`src/rtl/ram_port_client.sv`:
```
`timescale 1ns/1ps
// ram_port_client
//   Initiator-side controller for one port of a true dual-port RAM that has
//   a 1-cycle read latency. After reset it writes INIT_VALUE to every
//   address. It then turns a valid/ready request channel into RAM port
//   strobes, and returns read data through a response FIFO. A credit check
//   keeps that FIFO from ever overflowing.
//
// Handshake rule for both channels: a transfer happens at a rising clk edge
//   exactly when valid and ready are both high. valid never waits on ready.
//   req_rdy may depend combinationally on req_we, because writes never need
//   credit.
//
// Ports
//   clk, rst_n         clock and synchronous active-low reset
//   init_done          high once the clear sweep has completed
//   req_val/req_rdy    request handshake; req_we, req_addr, req_wdata qualify it
//   rsp_val/rsp_rdy    read-response handshake; rsp_rdata is the FIFO head
//   ram_en, ram_we, ram_addr, ram_din  strobes to the RAM port
//   ram_dout           RAM read data, valid only in the cycle after a read strobe
//   state_dbg          FSM state (0 = INIT sweep, 1 = RUN)
module ram_port_client #(
  parameter int RAM_DEPTH      = 16,
  parameter int RAM_ADDR_WIDTH = 4,
  parameter int RAM_DATA_WIDTH = 32,
  parameter int RSP_DEPTH      = 4,
  parameter logic [RAM_DATA_WIDTH-1:0] INIT_VALUE = '0
) (
  input  logic                      clk,
  input  logic                      rst_n,
  output logic                      init_done,
  input  logic                      req_val,
  output logic                      req_rdy,
  input  logic                      req_we,
  input  logic [RAM_ADDR_WIDTH-1:0] req_addr,
  input  logic [RAM_DATA_WIDTH-1:0] req_wdata,
  output logic                      rsp_val,
  input  logic                      rsp_rdy,
  output logic [RAM_DATA_WIDTH-1:0] rsp_rdata,
  output logic                      ram_en,
  output logic                      ram_we,
  output logic [RAM_ADDR_WIDTH-1:0] ram_addr,
  output logic [RAM_DATA_WIDTH-1:0] ram_din,
  input  logic [RAM_DATA_WIDTH-1:0] ram_dout,
  output logic                      state_dbg
);

  localparam int PTR_W = $clog2(RSP_DEPTH);
  localparam int CNT_W = PTR_W + 1;
  localparam logic [RAM_ADDR_WIDTH-1:0] LAST_ADDR  = RAM_ADDR_WIDTH'(RAM_DEPTH - 1);
  localparam logic [CNT_W:0]            CREDIT_MAX = (CNT_W + 1)'(RSP_DEPTH);
  localparam logic [CNT_W-1:0]          FIFO_FULL  = CNT_W'(RSP_DEPTH);

  typedef enum logic {
    ST_INIT = 1'b0,
    ST_RUN  = 1'b1
  } state_t;

  state_t                    state;
  logic [RAM_ADDR_WIDTH-1:0] init_cnt;
  logic                      rd_pend;
  logic [RAM_DATA_WIDTH-1:0] fifo_mem [RSP_DEPTH];
  logic [PTR_W-1:0]          wr_ptr;
  logic [PTR_W-1:0]          rd_ptr;
  logic [CNT_W-1:0]          fifo_cnt;
  logic                      credit_ok;
  logic                      req_acc;
  logic                      push;
  logic                      pop;

  // Every queued response and every read still in the RAM pipeline holds
  // one FIFO slot. Only the registered count is used here, so a pop in
  // the same cycle does not free a slot until the next cycle.
  assign credit_ok = ({1'b0, fifo_cnt} + {{CNT_W{1'b0}}, rd_pend}) < CREDIT_MAX;
  assign req_rdy   = (state == ST_RUN) && (req_we || credit_ok);
  assign req_acc   = req_val && req_rdy;

  // ram_dout is captured only in the cycle after a read strobe.
  assign push      = rd_pend;
  assign rsp_val   = (fifo_cnt != '0);
  assign pop       = rsp_val && rsp_rdy;
  assign rsp_rdata = fifo_mem[rd_ptr];
  assign state_dbg = (state == ST_RUN);

  always_comb begin
    ram_en   = 1'b0;
    ram_we   = 1'b0;
    ram_addr = req_addr;
    ram_din  = req_wdata;
    if (state == ST_INIT) begin
      ram_en   = 1'b1;
      ram_we   = 1'b1;
      ram_addr = init_cnt;
      ram_din  = INIT_VALUE;
    end else begin
      ram_en   = req_acc;
      ram_we   = req_we;
    end
  end

  // Control FSM. init_cnt stops at the last address, so it never wraps.
  always_ff @(posedge clk) begin
    if (!rst_n) begin
      state     <= ST_INIT;
      init_cnt  <= '0;
      init_done <= 1'b0;
      rd_pend   <= 1'b0;
    end else begin
      case (state)
        ST_INIT: begin
          rd_pend <= 1'b0;
          if (init_cnt == LAST_ADDR) begin
            state     <= ST_RUN;
            init_done <= 1'b1;
          end else begin
            init_cnt <= init_cnt + 1'b1;
          end
        end
        ST_RUN: begin
          rd_pend <= req_acc && !req_we;
        end
        default: state <= ST_INIT;
      endcase
    end
  end

  // FIFO pointers and occupancy count. Pointers wrap naturally because
  // RSP_DEPTH is a power of two.
  always_ff @(posedge clk) begin
    if (!rst_n) begin
      wr_ptr   <= '0;
      rd_ptr   <= '0;
      fifo_cnt <= '0;
    end else begin
      if (push) wr_ptr <= wr_ptr + 1'b1;
      if (pop)  rd_ptr <= rd_ptr + 1'b1;
      case ({push, pop})
        2'b10:   fifo_cnt <= fifo_cnt + 1'b1;
        2'b01:   fifo_cnt <= fifo_cnt - 1'b1;
        default: fifo_cnt <= fifo_cnt;
      endcase
    end
  end

  // FIFO storage has no reset. Entries are only read after they are written.
  always_ff @(posedge clk) begin
    if (push) fifo_mem[wr_ptr] <= ram_dout;
  end

  // The credit check guarantees that no push ever arrives while the FIFO is full.
  a_no_push_on_full : assert property (@(posedge clk) disable iff (!rst_n)
    !(push && fifo_cnt == FIFO_FULL));

endmodule

```
`config.mk`:
```
export PLATFORM = sky130hd
export DESIGN_NAME = ram_port_client
export DESIGN_NICKNAME = d
export VERILOG_FILES = /design/src/rtl/ram_port_client.sv
export SDC_FILE = /design/constraint.sdc
export NUM_CORES = 1
export LEC_CHECK = 0
export CORE_ASPECT_RATIO = 0.7
export CORE_UTILIZATION = 44
export CTS_BUF_LIST = sky130_fd_sc_hd__clkbuf_16
export DETAILED_ROUTE_END_ITERATION = 8
export PLACE_DENSITY = 0.76
export SETUP_SLACK_MARGIN = 0.15
export SLEW_MARGIN = 30
export SYNTH_ARGS = -nofsm -noshare
export SYNTH_HDL_FRONTEND = slang
export SYNTH_SLANG_ARGS = --single-unit
```
`constraint.sdc`:
```
create_clock -name clk -period 1.8 [get_ports clk]
set_input_delay 0.18 -clock clk [delete_from_list [all_inputs] [get_ports clk]]
set_output_delay 0.18 -clock clk [all_outputs]
set_load 0.05 [all_outputs]
```
==> run_summary.xml, run 1 <==
<?xml version="1.0" encoding="UTF-8"?>
<metrics>
  <group name="die">
    <metric name="fp.coreArea" unit="µm²">12460</metric>
    <metric name="die_h" unit="µm">96.87</metric>
    <metric name="num_io_pins" unit="">147</metric>
    <metric name="num_rows" unit="">34</metric>
    <metric name="design.die.area" unit="µm²">13320</metric>
    <metric name="initial_standard_cell_utilization_of_the_core" unit="">0.4538</metric>
    <metric name="die-width" unit="µm">137.5</metric>
  </group>
  <group name="synthesis">
    <metric name="ys_dominant_reg_cell" unit="">edfxtp_1</metric>
    <metric name="synth_area" unit="µm²">5657</metric>
    <metric name="yosysSeqAreaShare" unit="">0.7361</metric>
    <metric name="synth_top_area_cell" unit="">edfxtp_1</metric>
    <metric name="ys_top_cells_by_area" unit="">edfxtp_1 68%, mux4_2 12%, dfxtp_1 5.7%, and2_1 4.0%, ha_1 1.3%</metric>
    <metric name="ys_async_sr_fraction" unit="">0</metric>
    <metric name="post_synth_inst_count" unit="">290</metric>
    <metric name="synth.top_cell.area_share" unit="">0.6795</metric>
    <metric name="synth-edff-count" unit="">128</metric>
    <metric name="yosysUniqueCellTypes" unit="">32</metric>
    <metric name="synthesis.area_per_instance" unit="µm²">19.51</metric>
    <metric name="synthesis.nets" unit="">370</metric>
    <metric name="ys_seq_elements" unit="">144</metric>
    <metric name="ys_warn_count" unit="">0</metric>
  </group>
  <group name="cts">
    <metric name="cts_buffers" unit="">17</metric>
    <metric name="ctsRootBufferMaster" unit="">clkbuf_16</metric>
    <metric name="clkTransAtPathRegs" unit="ns">0.06</metric>
    <metric name="cts_max_path_buffers" unit="">2</metric>
    <metric name="numClockSinks" unit="">144</metric>
    <metric name="clock_tree_from_tritoncts" unit="">built</metric>
    <metric name="htreeDepth" unit="">4</metric>
    <metric name="insertion_delay" unit="ns">0.40</metric>
  </group>
  <group name="drt">
    <metric name="drtPass1Iterations" unit="">4</metric>
    <metric name="drt-initial-drc-count" unit="">117</metric>
    <metric name="vias" unit="">3189</metric>
    <metric name="viasPerCell" unit="">4.952</metric>
    <metric name="wirelength" unit="µm">12250</metric>
    <metric name="wl_per_cell" unit="µm">19.02</metric>
    <metric name="drt.antenna.violating_nets" unit="">0</metric>
    <metric name="remaining_drc_errors" unit="">0</metric>
  </group>
  <group name="timing">
    <metric name="unrepaired_setup_endpoints_after_global_routing" unit="">true</metric>
    <metric name="hold_viol_final" unit="">0</metric>
    <metric name="totalNegativeSetupSlack" unit="ns">-3.082</metric>
    <metric name="setup_slack" unit="ns">-0.1361</metric>
    <metric name="max-slew-margin-rel" unit="">0.6558</metric>
    <metric name="slew_viol_final" unit="">0</metric>
    <metric name="holdWs" unit="ns">0.4034</metric>
    <metric name="period_minus_slack" unit="ns">1.936</metric>
    <metric name="timing.fmax" unit="MHz">516.5</metric>
    <metric name="setup_viol_count_final" unit="">32</metric>
    <metric name="final.period_utilization" unit="">1.076</metric>
    <metric name="worstMarginPinSlew" unit="ns">0.5162</metric>
    <metric name="clock_skew" unit="ns">0.005091</metric>
  </group>
  <group name="final_layout">
    <metric name="insertedDiodeCount" unit="">0</metric>
    <metric name="final_design_area_no_fill" unit="µm²">8572</metric>
    <metric name="num-nets-final" unit="">549</metric>
    <metric name="final_common_cell" unit="">edfxtp_1</metric>
    <metric name="flow.area_growth_from_synthesis" unit="%">51.54</metric>
    <metric name="mostFrequentLayoutCells" unit="">128 x edfxtp_1, 72 x clkdlybuf4s50_1, 47 x buf_12, 32 x and2_1, 32 x mux4_2</metric>
    <metric name="finalCoreUtilization" unit="">0.6877</metric>
    <metric name="final_layout_size_suffix_gt1_frac" unit="">0.3755</metric>
    <metric name="finish.cell_count_without_fillers" unit="">644</metric>
  </group>
  <group name="place">
    <metric name="final_hpwl_dp" unit="µm">8033</metric>
    <metric name="number_of_port_buffers" unit="">146</metric>
    <metric name="gpl.final_weighted_congestion" unit="">0.7678</metric>
    <metric name="post_dp_cell_area" unit="µm²">7690</metric>
    <metric name="place_ws" unit="ns">-0.3007</metric>
    <metric name="dp.cells" unit="">596</metric>
  </group>
  <group name="min_path">
    <metric name="min_from" unit="">ram_dout[31]</metric>
    <metric name="holdCritPathClass" unit="">in2reg</metric>
  </group>
  <group name="outcome">
    <metric name="outcome" unit="">finished with violations</metric>
    <metric name="failed_checks" unit="">setup timing</metric>
  </group>
  <group name="global_routing">
    <metric name="globalRouteTotalUtil" unit="">0.1979</metric>
    <metric name="antenna_found_initial" unit="">0</metric>
    <metric name="first_pass_grt_wire_length" unit="µm">19210</metric>
    <metric name="grt_max_degree" unit="">33</metric>
    <metric name="via_count_of_the_first_global_routing_pass" unit="">3484</metric>
    <metric name="globalRouteOverflowTotal" unit="">0</metric>
  </group>
  <group name="setup_path">
    <metric name="worstPathArrival" unit="ns">1.76</metric>
    <metric name="critical_path_class" unit="">reg2out</metric>
    <metric name="critical_path_sink_type" unit="">primary output</metric>
    <metric name="worstPathRequired" unit="ns">1.62</metric>
    <metric name="r2r_setup_slack" unit="ns">0.01</metric>
    <metric name="setup.worst_path.start_class" unit="">flop</metric>
    <metric name="worst_r2r_startpoint" unit="">fifo_cnt[0]$_SDFFE_PN0P_</metric>
    <metric name="critical_path_peak_fanout" unit="">7</metric>
  </group>
  <group name="job">
    <metric name="max-cap-violations" unit="">0</metric>
  </group>
  <group name="pwr">
    <metric name="max-vdd-ir-drop" unit="mV">0.5546</metric>
    <metric name="pwr_density_cell" unit="nW/µm²">830.3</metric>
    <metric name="cellLeakagePower" unit="nW">2.966</metric>
    <metric name="total_power" unit="mW">7.118</metric>
  </group>
</metrics>
-- cells in the mapped netlist (all sizes together), types with 4 or more instances --
library cell	n
a21oi	4
and2	36
buf	9
clkbuf	4
dfxtp	16
edfxtp	128
ha	6
inv	10
mux4	32
nor2	12
-- path summary, 6_finish.rpt --
path	end	cells past startpoint
hold reg to reg	init_done$_SDFFE_PN0P_	2
setup reg to reg	fifo_cnt[2]$_SDFFE_PN0P_	7
hold / removal	fifo_mem[3][31]$_DFFE_PP_	1
setup / recovery	rsp_rdata[2]	4
-- cells by family (layout without fill, tap and decap cells) --
| group | after synthesis | in the layout | share of synthesized area |
|---|---|---|---|
| DFF | 144 | 144 | 0.7361 |
| adders and majority gates | 7 | 7 | 0.01681 |
| buffers and inverters | 23 | 215 | 0.02632 |
| and+or+nand+nor | 61 | 61 | 0.06083 |
| xor gates and xnor gates | 6 | 6 | 0.009292 |
| AOI/OAI and AO/OA | 13 | 13 | 0.01416 |
| muxes | 36 | 36 | 0.1365 |
-- power by group --
group	switching (mW)	internal (mW)	leakage, nW	total [mW]
combinational	0.0871	0.155	1.40	0.242
clock	1.23	2.00	0.279	3.24
sequential	0.00775	3.63	1.28	3.64
-- area by class of cell --
type | count | area [µm²]
inverter | 10 | 37.54
multi-input combinational | 123 | 1381
tap | 162 | 202.7
timing repair buffer | 173 | 2212
clock buffer | 17 | 425.4
sequential | 144 | 4185
fill | 796 | 3892
clock inverter | 15 | 127.6
-- metal layers --
layer  GRT usage  routed length [µm]  vias up  share of wire
met5           0                   0        -              0
met4     0.05917                 129        0          0.011
met2      0.3251                6266       58           0.51
met3     0.04403                 378       10          0.031
li1            -                   -     1496              -
met1      0.2622                5472     1625           0.45
-- registers in the layout, summed over array words and instances (netlist names), named ones only --
signal     flops
wr_ptr         2
fifo_cnt       3
state_dbg      1
rd_ptr         2
push           1
init_done      1
fifo_mem     128
init_cnt       4
-- timing repair --
action                     4_1_cts  5_1_grt
resized for setup               45        8
pin swaps                        5        4
hold buffers                     0        0
gates cloned                     1        0
buffers inserted                13        2
setup endpoints to repair      125       37
-- worst max-delay path, cell delays in order (launching register included) --
cell and delay (ns):
dfxtp_4 0.42, buf_12 0.12, buf_16 0.12, mux4_2 0.51
buf_6 0.17
Note: power is estimated with default switching activity, not from simulation.
==> run 2: changes to the inputs <==
--- a/config.mk
+++ b/config.mk
@@ -5,11 +5,13 @@
 export SDC_FILE = /design/constraint.sdc
 export NUM_CORES = 1
 export LEC_CHECK = 0
+export CELL_PAD_IN_SITES_DETAIL_PLACEMENT = 1
+export CELL_PAD_IN_SITES_GLOBAL_PLACEMENT = 1
 export CORE_ASPECT_RATIO = 0.7
-export CORE_UTILIZATION = 44
+export CORE_UTILIZATION = 37
 export CTS_BUF_LIST = sky130_fd_sc_hd__clkbuf_16
 export DETAILED_ROUTE_END_ITERATION = 8
-export PLACE_DENSITY = 0.76
+export PLACE_DENSITY_LB_ADDON = 0.1
 export SETUP_SLACK_MARGIN = 0.15
 export SLEW_MARGIN = 30
 export SYNTH_ARGS = -nofsm -noshare
==> run_summary.xml, run 2 (synthesis results as in run 1) <==
<?xml version="1.0" encoding="UTF-8"?>
<metrics>
  <group name="outcome">
    <metric name="outcome" unit="">finished with violations</metric>
    <metric name="failed_checks" unit="">setup timing</metric>
  </group>
  <group name="timing">
    <metric name="setup_slack" unit="ns">-0.1590</metric>
    <metric name="slew_viol_final" unit="">0</metric>
    <metric name="final.period_utilization" unit="">1.088</metric>
    <metric name="timing.fmax" unit="MHz">510.5</metric>
    <metric name="max-slew-margin-rel" unit="">0.6136</metric>
    <metric name="hold_viol_final" unit="">0</metric>
    <metric name="setup_viol_count_final" unit="">32</metric>
    <metric name="holdWs" unit="ns">0.3939</metric>
    <metric name="clock_skew" unit="ns">0.008087</metric>
    <metric name="worstMarginPinSlew" unit="ns">0.5724</metric>
    <metric name="period_minus_slack" unit="ns">1.959</metric>
    <metric name="unrepaired_setup_endpoints_after_global_routing" unit="">true</metric>
  </group>
  <group name="cts">
    <metric name="clock_tree_from_tritoncts" unit="">built</metric>
    <metric name="cts_buffers" unit="">17</metric>
    <metric name="cts_max_path_buffers" unit="">2</metric>
    <metric name="ctsRootBufferMaster" unit="">clkbuf_16</metric>
    <metric name="insertion_delay" unit="ns">0.41</metric>
    <metric name="clkTransAtPathRegs" unit="ns">0.06</metric>
    <metric name="numClockSinks" unit="">144</metric>
    <metric name="htreeDepth" unit="">4</metric>
  </group>
  <group name="setup_path">
    <metric name="cp_slowest_cell" unit="">mux4_2</metric>
    <metric name="timing.critical_path.buf_inv" unit="">3</metric>
    <metric name="worstPathArrival" unit="ns">1.78</metric>
    <metric name="setup.worst_path.start_class" unit="">flop</metric>
    <metric name="critical_path_class" unit="">reg2out</metric>
    <metric name="worstPathRequired" unit="ns">1.62</metric>
    <metric name="worst_path_dominant_cell_family" unit="">multiplexers</metric>
    <metric name="delay_of_the_slowest_cell_on_the_worst_path" unit="ns">0.54</metric>
    <metric name="critical_path_peak_fanout" unit="">7</metric>
    <metric name="critical_path_sink_type" unit="">primary output</metric>
    <metric name="timing.critical_path.cells" unit="">buf_6 -&gt; buf_16 -&gt; mux4_2 -&gt; buf_12</metric>
  </group>
  <group name="drt">
    <metric name="viasPerCell" unit="">4.804</metric>
    <metric name="drt.antenna.violating_nets" unit="">0</metric>
    <metric name="drt-initial-drc-count" unit="">108</metric>
    <metric name="remaining_drc_errors" unit="">0</metric>
    <metric name="wirelength" unit="µm">12970</metric>
    <metric name="wl_per_cell" unit="µm">19.27</metric>
    <metric name="vias" unit="">3233</metric>
    <metric name="drtPass1Iterations" unit="">5</metric>
  </group>
  <group name="pwr">
    <metric name="max-vdd-ir-drop" unit="mV">0.6738</metric>
    <metric name="cellLeakagePower" unit="nW">2.985</metric>
    <metric name="power.share.sequential" unit="">0.495</metric>
    <metric name="switching_share" unit="">0.2044</metric>
    <metric name="comb_power_share" unit="">0.033</metric>
    <metric name="pwr_density_cell" unit="nW/µm²">844.6</metric>
    <metric name="clock_power_share" unit="">0.472</metric>
    <metric name="power_report.internal_total" unit="mW">5.842</metric>
    <metric name="switchingPower" unit="mW">1.501</metric>
  </group>
  <group name="place">
    <metric name="post_dp_cell_area" unit="µm²">7824</metric>
    <metric name="number_of_port_buffers" unit="">146</metric>
    <metric name="gpl.final_weighted_congestion" unit="">0.6886</metric>
    <metric name="final_hpwl_dp" unit="µm">8442</metric>
  </group>
  <group name="die">
    <metric name="initial_standard_cell_utilization_of_the_core" unit="">0.3818</metric>
    <metric name="num_rows" unit="">37</metric>
    <metric name="fp.coreArea" unit="µm²">14810</metric>
    <metric name="num_io_pins" unit="">147</metric>
    <metric name="die-width" unit="µm">149.8</metric>
    <metric name="die_h" unit="µm">105.5</metric>
    <metric name="design.die.area" unit="µm²">15790</metric>
  </group>
  <group name="final_layout">
    <metric name="flow.area_growth_from_synthesis" unit="%">53.68</metric>
    <metric name="final_common_cell" unit="">edfxtp_1</metric>
    <metric name="multi_input_comb_area" unit="µm²">1373</metric>
    <metric name="final_layout_size_suffix_gt1_frac" unit="">0.3724</metric>
    <metric name="mostFrequentLayoutCells" unit="">128 x edfxtp_1, 72 x clkdlybuf4s50_1, 54 x buf_12, 32 x and2_1, 32 x mux4_2</metric>
    <metric name="insertedDiodeCount" unit="">0</metric>
    <metric name="registers.top_by_ff_count" unit="">fifo_mem</metric>
    <metric name="final_design_area_no_fill" unit="µm²">8693</metric>
    <metric name="seq_area" unit="µm²">4188</metric>
    <metric name="finalCoreUtilization" unit="">0.5868</metric>
    <metric name="num-nets-final" unit="">545</metric>
    <metric name="fillers" unit="">1302</metric>
    <metric name="top_regs" unit="">fifo_mem (128), init_cnt (4), fifo_cnt (3)</metric>
    <metric name="largest_reg_flops" unit="">128</metric>
  </group>
  <group name="global_routing">
    <metric name="antenna_found_initial" unit="">0</metric>
    <metric name="globalRouteMet1Util" unit="">0.2275</metric>
    <metric name="first_pass_grt_wire_length" unit="µm">20060</metric>
    <metric name="globalRouteMet3Util" unit="">0.04545</metric>
    <metric name="met2_usage" unit="">0.2880</metric>
    <metric name="globalRouteOverflowTotal" unit="">0</metric>
    <metric name="grt_max_degree" unit="">33</metric>
    <metric name="globalRouteTotalUtil" unit="">0.1753</metric>
    <metric name="via_count_of_the_first_global_routing_pass" unit="">3609</metric>
    <metric name="busiest_layer" unit="">met2</metric>
  </group>
  <group name="job">
    <metric name="max-cap-violations" unit="">0</metric>
  </group>
  <group name="min_path">
    <metric name="holdCritPathClass" unit="">in2reg</metric>
  </group>
</metrics>
-- run 2: cell count changes in the layout (fill, tap and decap cells not counted), sizes merged --
cell      previous run  this run
clkinv               9         0
inv                 13        19
clkinvlp             1         4
buf                100        96
-- run 2: stage by stage --
| step | setup TNS (ns) | std cells | setup WS, ns | total power, mW |
|---|---|---|---|---|
| after detailed placement | -0.3755 | 628 | -0.2563 | 3.956 |
| after global placement | -0.2867 | 628 | -0.2119 | 3.946 |
| final | -2.893 | 673 | -0.1590 | 7.343 |
| after CTS | -3.584 | 667 | -0.1753 | 7.400 |
| after floorplan | 0 | 290 | 0.1062 | 3.756 |
| after global routing | -4.491 | 673 | -0.2079 | 7.555 |
-- run 2: routing by layer --
layer,up-vias,part of all wire
met5,-,0
met3,14,0.042
met1,1656,0.45
met4,0,0.014
met2,79,0.50
li1,1484,-
-- run 2: area by class of cell --
type                       count  area share
clock buffer                  17     0.04893
clock inverter                15     0.01828
inverter                      10    0.004318
multi-input combinational    123      0.1579
sequential                   144      0.4817
tap                          195     0.02807
timing repair buffer         169      0.2608
-- run 2: power groups by stage --
| stage | sequential, mW | combinational [mW] | clock, mW |
|---|---|---|---|
| floorplan | 3.71 | 0.0407 | 0 |
| global placement | 3.72 | 0.231 | 0 |
| detailed placement | 3.72 | 0.241 | 0 |
| CTS | 3.64 | 0.242 | 3.52 |
| global route | 3.63 | 0.257 | 3.66 |
| finish | 3.64 | 0.241 | 3.47 |
-- run 2: final timing paths --
check             slack (ns)                         to                startpoint  cells after the start
setup reg to reg        0.05   fifo_cnt[2]$_SDFFE_PN0P_  fifo_cnt[0]$_SDFFE_PN0P_                      7
hold reg to reg         0.45     init_done$_SDFFE_PN0P_    init_done$_SDFFE_PN0P_                      2
setup / recovery       -0.16              rsp_rdata[25]                      flop                      4
hold / removal          0.39  fifo_mem[2][23]$_DFFE_PP_              ram_dout[23]                      1
-- run 2: repair_timing --
item,CTS,global route
hold endpoints to repair,0,0
hold buffers,0,0
gates resized for setup,40,7
buffers inserted,5,6
cloned,2,0
pin swaps,4,5
setup endpoints to repair,154,60
